`src/rtl/hdlc_tx_sequencer_if.sv`:
```
// Tx buffer / line-side signal bundle for hdlc_tx_sequencer.
// master = buffer/register side (drives requests), slave = sequencer.
interface hdlc_tx_sequencer_if;
  logic       Tx_Enable;
  logic       Tx_AbortFrame;
  logic [7:0] Tx_FrameSize;
  logic [7:0] Tx_DataOutBuff;
  logic       Tx_RdBuff;
  logic       Tx;
  logic       Tx_ValidFrame;
  logic       Tx_Done;
  logic       Tx_AbortedTrans;

  modport master (
    output Tx_Enable, Tx_AbortFrame, Tx_FrameSize, Tx_DataOutBuff,
    input  Tx_RdBuff, Tx, Tx_ValidFrame, Tx_Done, Tx_AbortedTrans
  );

  modport slave (
    input  Tx_Enable, Tx_AbortFrame, Tx_FrameSize, Tx_DataOutBuff,
    output Tx_RdBuff, Tx, Tx_ValidFrame, Tx_Done, Tx_AbortedTrans
  );
endinterface

```
`src/rtl/hdlc_tx_sequencer.sv`:
```
// HDLC Tx bit sequencer: flags, zero-inserted payload, optional FCS, abort pattern.
// Define TX_FCS_EN to append a serial CRC-16 (0x8005, reflected) after the payload.
//
// state      | meaning
// IDLE       | line at IDLE_BIT, waiting for Tx_Enable with non-zero size
// START_FLAG | sending 0x7E, first payload byte fetched
// DATA       | shifting payload bytes with zero insertion
// FCS        | sending 16 CRC bits with zero insertion (TX_FCS_EN only)
// END_FLAG   | sending closing 0x7E
// ABORT      | sending 0 then seven 1s
module hdlc_tx_sequencer #(
  parameter int MAX_FRAME = 126,
  parameter bit IDLE_BIT  = 1'b1
) (
  input  logic                 Clk,
  input  logic                 Rst,
  hdlc_tx_sequencer_if.slave   txIf
);

  typedef enum logic [2:0] {
    IDLE       = 3'd0,
    START_FLAG = 3'd1,
    DATA       = 3'd2,
    FCS        = 3'd3,
    END_FLAG   = 3'd4,
    ABORT      = 3'd5
  } state_t;

  localparam logic [7:0] FLAG        = 8'h7E;
  localparam logic [7:0] MAX_FRAME_B = 8'(MAX_FRAME);

  state_t     state, stateNext;
  logic [3:0] bitCnt;
  logic [7:0] byteCnt;
  logic [7:0] frameSize;
  logic [7:0] holdReg;
  logic [7:0] shiftReg;
  logic [2:0] onesCnt;
  logic       rdBuff;
  logic       rdPending;
  logic       lastLoaded;
  logic       txReg;

  logic       txBit;
  logic       validFrame;
  logic       doneFlag;
  logic       abortedPulse;
  logic       stuffBit;
  logic       byteEnd;
  logic       abortReq;
  logic       startReq;
  logic       lastByte;
  logic [7:0] sizeClamped;
  logic [7:0] byteCntInc;

`ifdef TX_FCS_EN
  logic [15:0] crcReg;
  logic [15:0] crcNext;
  logic        crcFb;
`endif

  assign stuffBit    = ((state == DATA) || (state == FCS)) && (onesCnt == 3'd5);
  assign byteEnd     = (state == DATA) && !stuffBit && (bitCnt == 4'd7);
  assign abortReq    = txIf.Tx_AbortFrame &&
                       ((state == START_FLAG) || (state == DATA) ||
                        (state == FCS) || (state == END_FLAG));
  assign startReq    = txIf.Tx_Enable && (txIf.Tx_FrameSize != 8'd0);
  assign sizeClamped = (txIf.Tx_FrameSize > MAX_FRAME_B) ? MAX_FRAME_B : txIf.Tx_FrameSize;
  assign byteCntInc  = byteCnt + 8'd1;
  assign lastByte    = (byteCntInc >= frameSize);

`ifdef TX_FCS_EN
  // Reflected form of 0x8005: shift right, feed back 0xA001.
  assign crcFb   = crcReg[0] ^ shiftReg[0];
  assign crcNext = {1'b0, crcReg[15:1]} ^ (crcFb ? 16'hA001 : 16'h0000);
`endif

  always_ff @(posedge Clk) begin
    if (!Rst) begin
      state <= IDLE;
    end else begin
      state <= stateNext;
    end
  end

  always_comb begin
    stateNext = state;
    case (state)
      IDLE: begin
        if (startReq) stateNext = START_FLAG;
      end
      START_FLAG: begin
        if (bitCnt == 4'd7) stateNext = DATA;
      end
      DATA: begin
        if (byteEnd && (byteCnt >= frameSize)) begin
`ifdef TX_FCS_EN
          stateNext = FCS;
`else
          stateNext = END_FLAG;
`endif
        end
      end
`ifdef TX_FCS_EN
      FCS: begin
        if (!stuffBit && (bitCnt == 4'd15)) stateNext = END_FLAG;
      end
`endif
      END_FLAG: begin
        if (bitCnt == 4'd7) stateNext = IDLE;
      end
      ABORT: begin
        if (bitCnt == 4'd7) stateNext = IDLE;
      end
      default: stateNext = IDLE;
    endcase
    // Abort wins over whatever transition was chosen above.
    if (abortReq) stateNext = ABORT;
  end

  always_comb begin
    txBit        = IDLE_BIT;
    validFrame   = 1'b0;
    doneFlag     = 1'b1;
    abortedPulse = 1'b0;
    case (state)
      START_FLAG: begin
        txBit      = FLAG[bitCnt[2:0]];
        validFrame = 1'b1;
        doneFlag   = 1'b0;
      end
      DATA: begin
        txBit      = stuffBit ? 1'b0 : shiftReg[0];
        validFrame = 1'b1;
        doneFlag   = lastLoaded;
      end
`ifdef TX_FCS_EN
      FCS: begin
        txBit      = stuffBit ? 1'b0 : crcReg[0];
        validFrame = 1'b1;
        doneFlag   = lastLoaded;
      end
`endif
      END_FLAG: begin
        txBit      = FLAG[bitCnt[2:0]];
        validFrame = 1'b1;
      end
      ABORT: begin
        txBit        = (bitCnt != 4'd0);
        abortedPulse = (bitCnt == 4'd0);
      end
      default: ;
    endcase
  end

  always_ff @(posedge Clk) begin
    if (!Rst) begin
      bitCnt     <= 4'd0;
      byteCnt    <= 8'd0;
      frameSize  <= 8'd0;
      holdReg    <= 8'd0;
      shiftReg   <= 8'd0;
      onesCnt    <= 3'd0;
      rdBuff     <= 1'b0;
      rdPending  <= 1'b0;
      lastLoaded <= 1'b0;
      txReg      <= 1'b1;
`ifdef TX_FCS_EN
      crcReg     <= 16'h0000;
`endif
    end else begin
      txReg     <= txBit;
      rdBuff    <= 1'b0;
      rdPending <= rdBuff;
      if (rdPending) holdReg <= txIf.Tx_DataOutBuff;

      if ((stateNext != state) || byteEnd) begin
        bitCnt <= 4'd0;
      end else if ((state != IDLE) && !stuffBit) begin
        bitCnt <= bitCnt + 4'd1;
      end

      if ((state == DATA) || (state == FCS)) begin
        onesCnt <= txBit ? (onesCnt + 3'd1) : 3'd0;
      end else begin
        onesCnt <= 3'd0;
      end

      case (state)
        IDLE: begin
          if (stateNext == START_FLAG) begin
            frameSize  <= sizeClamped;
            byteCnt    <= 8'd0;
            lastLoaded <= 1'b0;
            rdBuff     <= 1'b1;
          end
        end
        START_FLAG, DATA: begin
          // Byte boundary: move the prefetched byte in and refill if more remain.
          if ((stateNext == DATA) && ((state == START_FLAG) || byteEnd)) begin
            shiftReg <= holdReg;
            byteCnt  <= byteCntInc;
            if (lastByte) lastLoaded <= 1'b1;
            else          rdBuff     <= 1'b1;
          end else if ((state == DATA) && !stuffBit) begin
            shiftReg <= {1'b0, shiftReg[7:1]};
          end
        end
        default: ;
      endcase

`ifdef TX_FCS_EN
      if (state == START_FLAG) begin
        crcReg <= 16'h0000;
      end else if ((state == DATA) && !stuffBit) begin
        crcReg <= crcNext;
      end else if ((state == FCS) && !stuffBit) begin
        crcReg <= {1'b0, crcReg[15:1]};
      end
`endif
    end
  end

  assign txIf.Tx              = txReg;
  assign txIf.Tx_RdBuff       = rdBuff;
  assign txIf.Tx_ValidFrame   = validFrame;
  assign txIf.Tx_Done         = doneFlag;
  assign txIf.Tx_AbortedTrans = abortedPulse;

endmodule

```
`src/flat_wrapper.sv`:
```
// flat-port wrapper written by rule: the top's interface ports become plain ports
module hdlc_tx_sequencer_flat 
#(
  parameter int MAX_FRAME = 126,
  parameter bit IDLE_BIT  = 1'b1
)
  (Clk, Rst, txIf_Tx_Enable, txIf_Tx_AbortFrame, txIf_Tx_FrameSize, txIf_Tx_DataOutBuff, txIf_Tx_RdBuff, txIf_Tx, txIf_Tx_ValidFrame, txIf_Tx_Done, txIf_Tx_AbortedTrans);
  hdlc_tx_sequencer_if txIf_i ();
  input  logic Clk;
  input  logic Rst;
  input wire logic [$bits(txIf_i.Tx_Enable)-1:0] txIf_Tx_Enable;
  input wire logic [$bits(txIf_i.Tx_AbortFrame)-1:0] txIf_Tx_AbortFrame;
  input wire logic [$bits(txIf_i.Tx_FrameSize)-1:0] txIf_Tx_FrameSize;
  input wire logic [$bits(txIf_i.Tx_DataOutBuff)-1:0] txIf_Tx_DataOutBuff;
  output wire logic [$bits(txIf_i.Tx_RdBuff)-1:0] txIf_Tx_RdBuff;
  output wire logic [$bits(txIf_i.Tx)-1:0] txIf_Tx;
  output wire logic [$bits(txIf_i.Tx_ValidFrame)-1:0] txIf_Tx_ValidFrame;
  output wire logic [$bits(txIf_i.Tx_Done)-1:0] txIf_Tx_Done;
  output wire logic [$bits(txIf_i.Tx_AbortedTrans)-1:0] txIf_Tx_AbortedTrans;
  assign txIf_i.Tx_Enable = txIf_Tx_Enable;
  assign txIf_i.Tx_AbortFrame = txIf_Tx_AbortFrame;
  assign txIf_i.Tx_FrameSize = txIf_Tx_FrameSize;
  assign txIf_i.Tx_DataOutBuff = txIf_Tx_DataOutBuff;
  assign txIf_Tx_RdBuff = txIf_i.Tx_RdBuff;
  assign txIf_Tx = txIf_i.Tx;
  assign txIf_Tx_ValidFrame = txIf_i.Tx_ValidFrame;
  assign txIf_Tx_Done = txIf_i.Tx_Done;
  assign txIf_Tx_AbortedTrans = txIf_i.Tx_AbortedTrans;
  hdlc_tx_sequencer #(.MAX_FRAME(MAX_FRAME), .IDLE_BIT(IDLE_BIT)) u_core (.Clk(Clk), .Rst(Rst), .txIf(txIf_i));
endmodule
```
`config.mk`:
```
export PLATFORM = sky130hd
export DESIGN_NAME = hdlc_tx_sequencer_flat
export DESIGN_NICKNAME = d
export VERILOG_FILES = /design/src/rtl/hdlc_tx_sequencer_if.sv /design/src/rtl/hdlc_tx_sequencer.sv /design/src/flat_wrapper.sv
export SDC_FILE = /design/constraint.sdc
export NUM_CORES = 1
export LEC_CHECK = 0
export ABC_CLOCK_PERIOD_IN_PS = 6750
export CORE_AREA = 2 2 74 76
export CTS_BUF_LIST = sky130_fd_sc_hd__clkbuf_4 sky130_fd_sc_hd__clkbuf_8 sky130_fd_sc_hd__clkbuf_16
export DETAILED_ROUTE_END_ITERATION = 10
export DIE_AREA = 0 0 76 78
export HOLD_SLACK_MARGIN = 0.06
export PLACE_DENSITY = 0.87
export SLEW_MARGIN = 20
export SYNTH_ARGS = -nofsm -noshare
export SYNTH_HDL_FRONTEND = slang
export SYNTH_SLANG_ARGS = --single-unit
```
`constraint.sdc`:
```
create_clock -name Clk -period 6.75 [get_ports Clk]
set_input_delay 1.0125 -clock Clk [delete_from_list [all_inputs] [get_ports Clk]]
set_output_delay 1.0125 -clock Clk [all_outputs]
set_load 0.01 [all_outputs]
```
After elaboration in Yosys (flattened, before gate mapping). Memories as Yosys holds them, arrays and structs flattened. A register that Yosys moved wholly into a read port is not among the register bits. Cells that the tools add are included.

Bitwise logic cells: 1. Add/subtract/negate cells: 3. Magnitude comparators: 4. Reductions and logical operators: 32. Muxes and demuxes: 28. Equal/unequal tests: 13.

Operators with widths (count): two-way mux 8 bit (5); two-way mux 3 bit (7); greater-or-equal comparator 8 bit (2); one-hot mux 8 bit (2 select lines) (1); one-hot mux 3 bit (4 select lines) (1); two-way mux 1 bit (10); == test 3 x 2 -> 1 bit, second input constant (3); == test 3 bit, second input constant (3); adder 8 x 1 -> 8 bit, second input constant (1); > comparator 8 x 7 -> 1 bit, second input constant (1); logical AND 1 bit (8); nonzero test 8 bit (1); OR reduction 2 bit (4); == test 3 x 1 -> 1 bit, second input constant (2); logical OR 1 bit (6); != test 2 x 1 -> 1 bit, second input constant (3); one-hot mux 1 bit (2 select lines) (3); AND reduction 3 bit (2); adder 4 x 1 -> 4 bit, second input constant (1); == test 4 x 3 -> 1 bit, second input constant (1); zero test 4 bit (1); less-than comparator 3 x 4 -> 1 bit, second input constant (1); AND reduction 2 bit (2); AND reduction 4 bit (1); 10 further kinds (11).

Memories: 1. Register bits: 46. Output and inout port bits: 5. Bits of input ports: 20. Bits in read-only memories: 8.

Memories: (no name shown) (depth 8, bits a word 1, read ports 1, clocked after memory_dff 1, wr ports 0, RTL line hdlc_tx_sequencer.sv:128) `txBit = FLAG[bitCnt[2:0]];`.

Logic depth before layout (Yosys ltp). Gate-level depths: netlist of run 1.

Word-level depth: 14. Depth in mapped cells: 11.

Worst setup path after synthesis of run 1. No wires, ideal clock.

Path kind: in2reg. Start: input port txIf_Tx_FrameSize[4]. End: register u_core.byteCnt[2]. Buffers on the path: 1. Arrival time: 2.681 ns. Slack: 4.002 ns. Stages on the path: 7. Setup time: 0.067 ns. Cells stage by stage: or4_1 o21a_4 nor4b_4 o2111ai_4 buf_6 a21o_1 a21oi_2.

Cells in the longest elaborated chain, start to end: 9. Elaborated cells on any way between the ends: 11.

RTL lines: start, declared (RTL line flat_wrapper.sv:13) `input wire logic [$bits(txIf_i.Tx_FrameSize)-1:0] txIf_Tx_FrameSize;`; nonzero test 8 bit (*) (RTL line hdlc_tx_sequencer.sv:67) `assign startReq = txIf.Tx_Enable && (txIf.Tx_FrameSize != 8'd0);`; logical AND 1 bit (*) (RTL line hdlc_tx_sequencer.sv:67); two-way mux 3 bit (*) (RTL line hdlc_tx_sequencer.sv:90) `if (startReq) stateNext = START_FLAG;`; one-hot mux 3 bit (4 select lines) (*) (RTL line hdlc_tx_sequencer.sv:88) `case (state)`; two-way mux 3 bit (*) (RTL line hdlc_tx_sequencer.sv:118) `if (abortReq) stateNext = ABORT;`; == test 3 x 2 -> 1 bit (RTL line hdlc_tx_sequencer.sv:200) `if ((stateNext == DATA) && ((state == START_FLAG) || byteEnd)) begin`; logical AND 1 bit (RTL line hdlc_tx_sequencer.sv:200); != test 2 x 1 -> 1 bit (no source line); AND reduction 3 bit (no source line) (*); end signal, assigned (RTL line hdlc_tx_sequencer.sv:202) `byteCnt <= byteCntInc;`; end, declared (RTL line hdlc_tx_sequencer.sv:34) `logic [7:0] byteCnt;`.

Mark *: on every way between the ends. The rest lies on a longest branch, timed or not. A chain may end at the register's enable or synchronous reset.

==> results of run 1 <==
[power groups by stage]
stage,Combinational (W),Sequential (W),Clock (W)
finish,0.0000997,0.000297,0.000174
global route,0.000111,0.000299,0.000188
CTS,0.0000994,0.000297,0.000177
detailed placement,0.0000984,0.000304,0
global placement,0.0000956,0.000303,0
floorplan,0.0000718,0.000299,0
[metal layers]
layer | part of all wire | global-route usage | vias to the layer above
met5 | 0 | 0 | -
met4 | 0.013 | 0.0636 | 0
met3 | 0.040 | 0.0430 | 9
met2 | 0.48 | 0.354 | 43
met1 | 0.46 | 0.243 | 1063
li1 | - | - | 1137
[registers in the layout, summed over array words and instances, names as in the netlist, named ones only]
signal                 count
u_core.rdPending           1
u_core.state               3
u_core.txIf.Tx             1
u_core.lastLoaded          1
u_core.txIf.Tx_RdBuff      1
u_core.frameSize           8
u_core.bitCnt              4
u_core.byteCnt             8
u_core.holdReg             8
u_core.shiftReg            8
u_core.onesCnt             3
[per-stage QoR]
| stage | total power (W) | worst slack [ns] | utilization | cell area, um2 | std cells |
|---|---|---|---|---|---|
| finish | 0.000571 | 3.17 | 0.602 | 3030 | 397 |
| CTS | 0.000574 | 3.19 | 0.602 | 3030 | 397 |
| global placement | 0.000399 | 3.02 | 0.584 | 2950 | 390 |
| floorplan | 0.000370 | 4.00 | - | 2740 | 310 |
| global route | 0.000598 | 2.99 | 0.602 | 3030 | 397 |
| detailed placement | 0.000402 | 2.86 | 0.584 | 2950 | 390 |
[worst paths after layout]
kind / cells past startpoint / startpoint / to / slack, ns
max: 8 / txIf_Tx_FrameSize[7] / register / 3.17
max reg2reg: 6 / u_core.state[1] / u_core.txIf.Tx_RdBuff / 4.06
min reg2reg: 1 / u_core.onesCnt[0] / u_core.onesCnt[0] / 0.46
min: 1 / u_core.onesCnt[0] / u_core.onesCnt[0] / 0.46
[final cells by class]
cell class                 count  area, um2  share of cell area
inverter                      15       56.3              0.0186
sequential                    47        941               0.310
multi-input combinational    233       1610               0.532
clock inverter                 1       5.00             0.00165
timing repair buffer          25        248              0.0816
tap                           70       87.6              0.0289
clock buffer                   6       82.6              0.0272
[synthesized netlist by cell type, types with 3 or more instances]
master,instances,area share
sky130_fd_sc_hd__and3_1,3,0.0069
sky130_fd_sc_hd__nor2_1,35,0.048
sky130_fd_sc_hd__or3_1,3,0.0069
sky130_fd_sc_hd__a21o_1,5,0.014
sky130_fd_sc_hd__a21oi_1,8,0.015
sky130_fd_sc_hd__dfxtp_1,47,0.34
sky130_fd_sc_hd__a31oi_1,5,0.011
sky130_fd_sc_hd__nand3_1,17,0.031
sky130_fd_sc_hd__nand2_1,36,0.049
sky130_fd_sc_hd__ha_1,21,0.096
sky130_fd_sc_hd__xor2_1,3,0.0096
sky130_fd_sc_hd__buf_6,6,0.025
sky130_fd_sc_hd__xnor2_1,5,0.016
sky130_fd_sc_hd__o311a_2,6,0.025
sky130_fd_sc_hd__a311oi_1,6,0.019
sky130_fd_sc_hd__a21o_2,3,0.0096
sky130_fd_sc_hd__o21ai_0,12,0.022
sky130_fd_sc_hd__mux2i_1,10,0.037
sky130_fd_sc_hd__inv_1,14,0.019
sky130_fd_sc_hd__nand4_1,9,0.021
sky130_fd_sc_hd__nand2b_1,3,0.0069
sky130_fd_sc_hd__clkbuf_1,4,0.0055
sky130_fd_sc_hd__or2_2,3,0.0069
[worst register-to-register path, cell delays in order, from the launching register on]
cell,delay (ns)
sky130_fd_sc_hd__dfxtp_1,0.61
sky130_fd_sc_hd__nor3b_4,0.49
sky130_fd_sc_hd__nand3_2,0.19
sky130_fd_sc_hd__a311o_1,0.45
sky130_fd_sc_hd__o2111ai_4,0.37
sky130_fd_sc_hd__o21ai_0,0.25
sky130_fd_sc_hd__and3_1,0.23
[kinds of logic (layout without fill, tap and decap cells)]
kind of cell,count (synthesis),count (layout),synth area share
fa+ha+maj,22,22,0.0996
mux,10,10,0.0365
buf+inv,30,47,0.0671
flops,47,47,0.344
compound gates,61,61,0.176
simple gates,132,132,0.251
xor+xnor,8,8,0.0256
==> results.yml, run 1 <==
run_status:
  outcome: "completed"
critical_path:
  slowest_delay_ns: 0.74
  worstPathArrival_ns: 3.82
  timing.critical_path.from_type: "input port"
  crit_chain: "clkdlybuf4s50_1, or4_4, o21ai_1, buf_4, nand2_1, mux2i_1, nand4_1, nor2_1"
  timing.critical_path.to_type: "register"
  cp.buffers_inverters: 2
  worst-setup-path-type: "input port to register"
  timing.critical_path.slowest_stage_cell: "sky130_fd_sc_hd__o21ai_1"
  timing.critical_path.fanout_max: 14
  worst-endpoint-required_ns: 6.98
  path_delay_family: "simple AND/OR/NAND/NOR gates"
timing:
  rsz_0062_raised_after_global_routing: "false"
  post-route-min-period_ns: 3.58
  post-route-period-util: 0.531
  tightest_slew_ns: 0.933
  timing.max_slew.rel_slack: 0.374
  timing.final.max_slew_violations: 0
  final-hold-violation-count: 0
  setup_violations: 0
  finalClockSkew_ns: 0.00449
  max_freq_ghz: 0.279
  final.hold.worst_slack_ns: 0.460
  setup_tns_ns: 0
layout:
  drive_gt1_frac: 0.107
  areaGrowthSynthToFinish_pct: 10.8
  fill_cells: 468
  most_common_cell_after_layout_fill_and_taps_aside: "sky130_fd_sc_hd__dfxtp_1"
  design.final.nets: 368
  mostFrequentLayoutCells: "47 x sky130_fd_sc_hd__dfxtp_1, 36 x sky130_fd_sc_hd__nand2_1, 35 x sky130_fd_sc_hd__nor2_1"
  antenna-diode-count: 0
global_routing:
  grt_max_degree: 35
  grt_antenna_before_repair: 0
  gr-usage-all-layers: 0.200
  wire_length_of_the_first_global_routing_pass_mm: 9.83
  number_of_global_route_vias_before_repair: 2194
  total_gr_overflow: 0
logic_synthesis:
  ys_ff_latch: 47
  synth.cell_area_mm2: 0.00274
  yosysWarnings: 0
  part_of_the_yosys_area_used_for_sequential_elements: 0.344
  syn-instance-count: 310
  synthFlopType: "sky130_fd_sc_hd__dfxtp_1"
  syn_avg_cell_area_um2: 8.84
  number_of_enable_flip_flop_cells_after_synthesis: 0
  post_synthesis_async_set_or_reset_flop_share: 0
  synth_nets: 351
  post_synth_num_cell_types: 59
clock_network:
  worst_skew_pair.late_latency_ns: 0.30
  clock_sinks: 47
  cts_setup_buffers: 0
  maximum_buffer_depth_of_the_clock_tree: 2
  cts.reportedPaths.clkPinSlew_ns: 0.08
  htree_num_levels: 2
  cts-resized-gates: 0
  clockRootBuffer: "sky130_fd_sc_hd__clkbuf_8"
  tritoncts.num_buffers: 5
  tritoncts: "done"
  ctsHoldBuffers: 0
power:
  power.net_switching_w: 0.000154
  static-leakage-power_nw: 1.16
  p_per_area_mw_per_mm2: 188
  swShare: 0.270
  combinationalPowerShare: 0.175
  power_frac_clock: 0.305
  intPower_w: 0.000417
  share_seq_of_total_power: 0.521
  ir_drop_uv: 130
floorplan:
  floorplan_die_width_um: 76
  pin_count: 25
  die_area_mm2: 0.00593
  design.core.area_mm2: 0.00504
  start_util: 0.543
  rows: 26
  die_h_um: 78
detailed_routing:
  route.final.wire_length_mm: 5.59
  avgViaCountPerCell: 5.67
  drt_iter0_markers: 88
  detail_route.drc_violations: 0
  detail_route.first_pass.iterations: 4
  wl_per_cell_um: 14.1
  route.vias.total: 2252
  detail-route-antenna-nets: 0
worst_hold_path:
  worst_hold_path_type: "register to register"
run:
  drv_cap: 0
placed_design:
  dp_hpwl_mm: 4.03
  port-buffer-count: 24
  finalWeightedCongestion: 0.837
Power figures use the tool's default switching activity.
==> run 2, diff against run 1 <==
--- a/config.mk
+++ b/config.mk
@@ -5,7 +5,7 @@
 export SDC_FILE = /design/constraint.sdc
 export NUM_CORES = 1
 export LEC_CHECK = 0
-export ABC_CLOCK_PERIOD_IN_PS = 6750
+export ABC_CLOCK_PERIOD_IN_PS = 3400
 export CORE_AREA = 2 2 74 76
 export CTS_BUF_LIST = sky130_fd_sc_hd__clkbuf_4 sky130_fd_sc_hd__clkbuf_8 sky130_fd_sc_hd__clkbuf_16
 export DETAILED_ROUTE_END_ITERATION = 10
==> constraint.sdc (replaced) <==
create_clock -name Clk -period 3.4 [get_ports Clk]
set_input_delay 0.51 -clock Clk [delete_from_list [all_inputs] [get_ports Clk]]
set_output_delay 0.51 -clock Clk [all_outputs]
set_load 0.01 [all_outputs]
==> results.yml, run 2 (synthesized netlist as in run 1, its figures left out) <==
layout:
  antenna-diode-count: 0
  design.final.nets: 374
  fill_cells: 439
  areaGrowthSynthToFinish_pct: 12.5
  layout.area.seq_um2: 941
  multi_input_comb_area_mm2: 0.00161
  stdcell_area_mm2: 0.00308
  drive_gt1_frac: 0.126
  most_common_cell_after_layout_fill_and_taps_aside: "sky130_fd_sc_hd__dfxtp_1"
  mostFrequentLayoutCells: "47 x sky130_fd_sc_hd__dfxtp_1, 36 x sky130_fd_sc_hd__nand2_1, 35 x sky130_fd_sc_hd__nor2_1"
clock_network:
  ctsHoldBuffers: 0
  tritoncts: "done"
  cts_setup_buffers: 0
  worst_skew_pair.late_latency_ns: 0.30
  cts.reportedPaths.clkPinSlew_ns: 0.08
  cts-resized-gates: 0
  maximum_buffer_depth_of_the_clock_tree: 2
  tritoncts.num_buffers: 5
  clockRootBuffer: "sky130_fd_sc_hd__clkbuf_8"
  clock_sinks: 47
  htree_num_levels: 2
detailed_routing:
  route.vias.total: 2253
  maxUsedRoutingLayer: "met4"
  routed_wire_length_on_met3_um: 161
  detail_route.drc_violations: 0
  wl_per_cell_um: 13.8
  detail-route-antenna-nets: 0
  avgViaCountPerCell: 5.58
  met1_length_mm: 2.60
  drt_iter0_markers: 92
  route.final.wire_length_mm: 5.56
  detail_route.first_pass.iterations: 4
  routed-wl-met2_mm: 2.72
run_status:
  outcome: "completed"
timing:
  finalClockSkew_ns: 0.00706
  post-route-min-period_ns: 2.80
  tightest_slew_ns: 0.571
  rsz_0062_raised_after_global_routing: "false"
  post-route-period-util: 0.824
  timing.final.max_slew_violations: 0
  timing.max_slew.rel_slack: 0.618
  final-hold-violation-count: 0
  setup_tns_ns: 0
  setup_violations: 0
  max_freq_ghz: 0.357
power:
  static-leakage-power_nw: 1.19
  power.net_switching_w: 0.000306
  swShare: 0.271
  combinationalPowerShare: 0.178
  ir_drop_uv: 249
  power_frac_clock: 0.300
  intPower_w: 0.000823
  p_per_area_mw_per_mm2: 367
  share_seq_of_total_power: 0.522
floorplan:
  pin_count: 25
  design.core.area_mm2: 0.00504
  floorplan_die_width_um: 76
  die_h_um: 78
  die_area_mm2: 0.00593
  start_util: 0.543
  rows: 26
global_routing:
  grt_antenna_before_repair: 0
  gr-usage-all-layers: 0.194
  total_gr_overflow: 0
  grt_max_degree: 35
  wire_length_of_the_first_global_routing_pass_mm: 9.56
  number_of_global_route_vias_before_repair: 2193
critical_path:
  timing.critical_path.to_type: "primary output"
  worstPathArrival_ns: 2.29
  rrSetupSlack_ns: 0.83
  timing.critical_path.fanout_max: 14
  worst-setup-path-type: "register to primary output"
  worst-endpoint-required_ns: 2.89
  timing.critical_path.from_type: "register"
run:
  drv_cap: 0
placed_design:
  finalWeightedCongestion: 0.841
  port-buffer-count: 24
  dpl-instance-area_mm2: 0.00299
  dp_hpwl_mm: 4.02
worst_hold_path:
  worst_hold_path_type: "register to register"
==> run 2: cell types whose count changed in the layout (fill, tap and decap cells not counted) <==
cell                         before  now
sky130_fd_sc_hd__clkbuf_8         6    5
sky130_fd_sc_hd__buf_4            1    7
sky130_fd_sc_hd__clkbuf_4         0    1
sky130_fd_sc_hd__clkinvlp_4       0    1
==> run 2: layer usage <==
metal | vias up | track usage
li1 | 1153 | -
met1 | 1061 | 0.226
met2 | 32 | 0.364
met3 | 7 | 0.0337
met4 | 0 | 0.0600
met5 | - | 0
==> run 2: through the flow <==
step	utilization	setup WS (ns)	instances	total power [W]	hold slack, ns
floorplan	-	1.15	310	0.000735	0.421
global placement	0.593	0.592	396	0.000797	0.437
detailed placement	0.593	0.491	396	0.000802	0.445
CTS	0.611	0.608	404	0.00114	0.464
global route	0.611	0.513	404	0.00119	0.472
finish	0.611	0.600	404	0.00113	0.461
==> run 2: cell type report <==
type | instances | share of cell area
Clock buffer | 6 | 0.0248
Inverter | 15 | 0.0183
Multi-Input combinational cell | 233 | 0.524
Sequential cell | 47 | 0.305
Timing Repair Buffer | 31 | 0.0950
Clock inverter | 2 | 0.00406
Tap cell | 70 | 0.0284
==> run 2: worst max-delay path, cell delays in order, from the launching register on <==
cell and delay (ns):
sky130_fd_sc_hd__dfxtp_1 0.69, sky130_fd_sc_hd__nand2b_1 0.13, sky130_fd_sc_hd__or4_1 0.56, sky130_fd_sc_hd__inv_1 0.09, sky130_fd_sc_hd__clkdlybuf4s50_1 0.53
==> run 2: power by group through the flow <==
| stage | clock network (W) | registers, W | logic (W) |
|---|---|---|---|
| 2_1_floorplan | 0 | 0.000593 | 0.000143 |
| 3_3_place_gp | 0 | 0.000602 | 0.000195 |
| 3_5_place_dp | 0 | 0.000602 | 0.000200 |
| 4_1_cts | 0.000347 | 0.000589 | 0.000201 |
| 5_1_grt | 0.000371 | 0.000593 | 0.000223 |
| 6_report | 0.000339 | 0.000590 | 0.000201 |
==> run 2: final timing paths <==
kind                      from              endpoint  cells after the start
min reg2reg  u_core.onesCnt[0]     u_core.onesCnt[0]                      1
max reg2reg    u_core.state[2]    u_core.shiftReg[1]                      7
min          u_core.onesCnt[0]     u_core.onesCnt[0]                      1
max            u_core.state[2]  txIf_Tx_AbortedTrans                      4
==> run 3, diff against run 2 <==
--- a/config.mk
+++ b/config.mk
@@ -5,11 +5,11 @@
 export SDC_FILE = /design/constraint.sdc
 export NUM_CORES = 1
 export LEC_CHECK = 0
-export ABC_CLOCK_PERIOD_IN_PS = 3400
-export CORE_AREA = 2 2 74 76
+export ABC_CLOCK_PERIOD_IN_PS = 2500
+export CORE_AREA = 2 2 76 78
 export CTS_BUF_LIST = sky130_fd_sc_hd__clkbuf_4 sky130_fd_sc_hd__clkbuf_8 sky130_fd_sc_hd__clkbuf_16
 export DETAILED_ROUTE_END_ITERATION = 10
-export DIE_AREA = 0 0 76 78
+export DIE_AREA = 0 0 78 80
 export HOLD_SLACK_MARGIN = 0.06
 export PLACE_DENSITY = 0.87
 export SLEW_MARGIN = 20
==> constraint.sdc (replaced) <==
create_clock -name Clk -period 2.5 [get_ports Clk]
set_input_delay 0.375 -clock Clk [delete_from_list [all_inputs] [get_ports Clk]]
set_output_delay 0.375 -clock Clk [all_outputs]
set_load 0.01 [all_outputs]
==> results.yml, run 3 (synthesized netlist as in run 1, its figures left out) <==
timing:
  tightest_slew_ns: 0.513
  post-route-min-period_ns: 2.40
  timing.max_slew.rel_slack: 0.653
  finalClockSkew_ns: 0.00934
  post-route-period-util: 0.958
  max_freq_ghz: 0.417
  final-hold-violation-count: 0
  rsz_0062_raised_after_global_routing: "false"
  final.hold.worst_slack_ns: 0.464
  timing.final.max_slew_violations: 0
  setup_violations: 0
  setup_tns_ns: 0
worst_hold_path:
  hold_path_end: "u_core.onesCnt[0]"
  worstHoldPathCells: 1
  hold_path.startpoint: "u_core.onesCnt[0]"
  worst_hold_path_type: "register to register"
power:
  intPower_w: 0.00125
  share_seq_of_total_power: 0.469
  totalPowerFinal_w: 0.00171
  static-leakage-power_nw: 1.26
  swShare: 0.264
  power.net_switching_w: 0.000451
  combinationalPowerShare: 0.174
  ir_drop_uv: 329
  p_per_area_mw_per_mm2: 528
  power_frac_clock: 0.357
detailed_routing:
  detail_route.drc_violations: 0
  route.final.wire_length_mm: 6.09
  route.vias.total: 2329
  wl_per_cell_um: 14.6
  detail_route.first_pass.iterations: 4
  drt_iter0_markers: 106
  detail-route-antenna-nets: 0
  avgViaCountPerCell: 5.59
critical_path:
  cpMostUsedCell: "sky130_fd_sc_hd__inv_1"
  crit_chain: "inv_1, ha_1, nand2_1, or4_4, inv_1, clkdlybuf4s50_1"
  timing.critical_path.slowest_stage_cell: "sky130_fd_sc_hd__clkdlybuf4s50_1"
  worstPathArrival_ns: 2.02
  path_delay_family: "buffers and inverters"
  cp.buffers_inverters: 3
  timing.critical_path.from_type: "register"
  critical_path.reg2reg.startpoint: "u_core.byteCnt[1]"
  rr_worst_depth: 11
  timing.critical_path.to_type: "primary output"
  rrSetupSlack_ns: 0.15
  slowest_delay_ns: 0.53
  timing.critical_path.fanout_max: 5
  worst-endpoint-required_ns: 2.12
  reg2reg_to: "u_core.txIf.Tx_RdBuff"
  worst-setup-path-type: "register to primary output"
layout:
  design.final.nets: 385
  drive_gt1_frac: 0.177
  stdcell_area_mm2: 0.00323
  most_common_cell_after_layout_fill_and_taps_aside: "sky130_fd_sc_hd__dfxtp_1"
  areaGrowthSynthToFinish_pct: 18.0
  mostFrequentLayoutCells: "43 x sky130_fd_sc_hd__dfxtp_1, 36 x sky130_fd_sc_hd__nand2_1, 35 x sky130_fd_sc_hd__nor2_1"
  antenna-diode-count: 0
placed_design:
  finalWeightedCongestion: 0.842
  dp_hpwl_mm: 4.29
  dpl-instance-area_mm2: 0.00309
  port-buffer-count: 24
floorplan:
  design.core.area_mm2: 0.00541
  pin_count: 25
  die_area_mm2: 0.00624
  start_util: 0.507
  rows: 27
  die_h_um: 80
  floorplan_die_width_um: 78
global_routing:
  number_of_global_route_vias_before_repair: 2258
  gr-usage-all-layers: 0.200
  grt_antenna_before_repair: 0
  wire_length_of_the_first_global_routing_pass_mm: 10.0
  grt_max_degree: 18
  total_gr_overflow: 0
clock_network:
  maximum_buffer_depth_of_the_clock_tree: 2
  tritoncts.num_buffers: 5
  ctsHoldBuffers: 0
  clockRootBuffer: "sky130_fd_sc_hd__clkbuf_8"
  clock_sinks: 47
  htree_num_levels: 2
  tritoncts: "done"
  worst_skew_pair.late_latency_ns: 0.32
  cts_setup_buffers: 0
  cts.reportedPaths.clkPinSlew_ns: 0.10
run:
  drv_cap: 0
run_status:
  outcome: "completed"
[run 3: timing repair]
| item | 4_1_cts | 5_1_grt |
|---|---|---|
| endpoints found under the hold margin | 0 | 0 |
| endpoints found under the setup margin | 2 | 3 |
| cloned | 0 | 0 |
| pin swaps | 0 | 1 |
| resized for setup | 2 | 7 |
[run 3: worst max path at each step]
stage                                    start               endpoint  slack (ns)  cells past startpoint
after floorplan              u_core.byteCnt[0]  u_core.txIf.Tx_RdBuff        0.33                     11
after global placement    txIf_Tx_FrameSize[4]      u_core.byteCnt[4]       -0.11                      8
after detailed placement  txIf_Tx_FrameSize[4]     u_core.shiftReg[5]       -0.17                      7
after CTS                      u_core.state[2]   txIf_Tx_AbortedTrans        0.03                      4
after global routing         u_core.byteCnt[0]     u_core.shiftReg[3]        0.02                     10
final                         u_core.bitCnt[0]   txIf_Tx_AbortedTrans        0.10                      6
[run 3: power groups by stage]
stage          combinational [W]  clock, W  sequential, W
2_1_floorplan           0.000194         0       0.000806
3_3_place_gp            0.000280         0       0.000815
3_5_place_dp            0.000288         0       0.000816
4_1_cts                 0.000293  0.000617       0.000800
5_1_grt                 0.000322  0.000641       0.000804
6_report                0.000297  0.000608       0.000800
[run 3: layout make-up]
class / count / area [um2]
clock buffers: 6 / 82.6
clock inverters: 2 / 38.8
fillers: 452 / 2170
inverters: 15 / 56.3
multi-input cells: 233 / 1630
flip-flops and latches: 47 / 946
well taps: 72 / 90.1
repair buffers: 42 / 388
[run 3: metal layers]
metal | vias up | track usage | part of all wire
met5 | - | 0 | 0
met4 | 0 | 0.0895 | 0.013
li1 | 1178 | - | -
met2 | 46 | 0.339 | 0.50
met1 | 1095 | 0.243 | 0.44
met3 | 10 | 0.0430 | 0.043
[run 3: metrics by stage]
step,util,setup WS (ns),std cells
3_5_place_dp,0.572,-0.168,409
3_3_place_gp,0.572,-0.110,409
4_1_cts,0.594,0.0260,417
5_1_grt,0.598,0.0153,417
6_report,0.598,0.104,417
2_1_floorplan,-,0.335,310
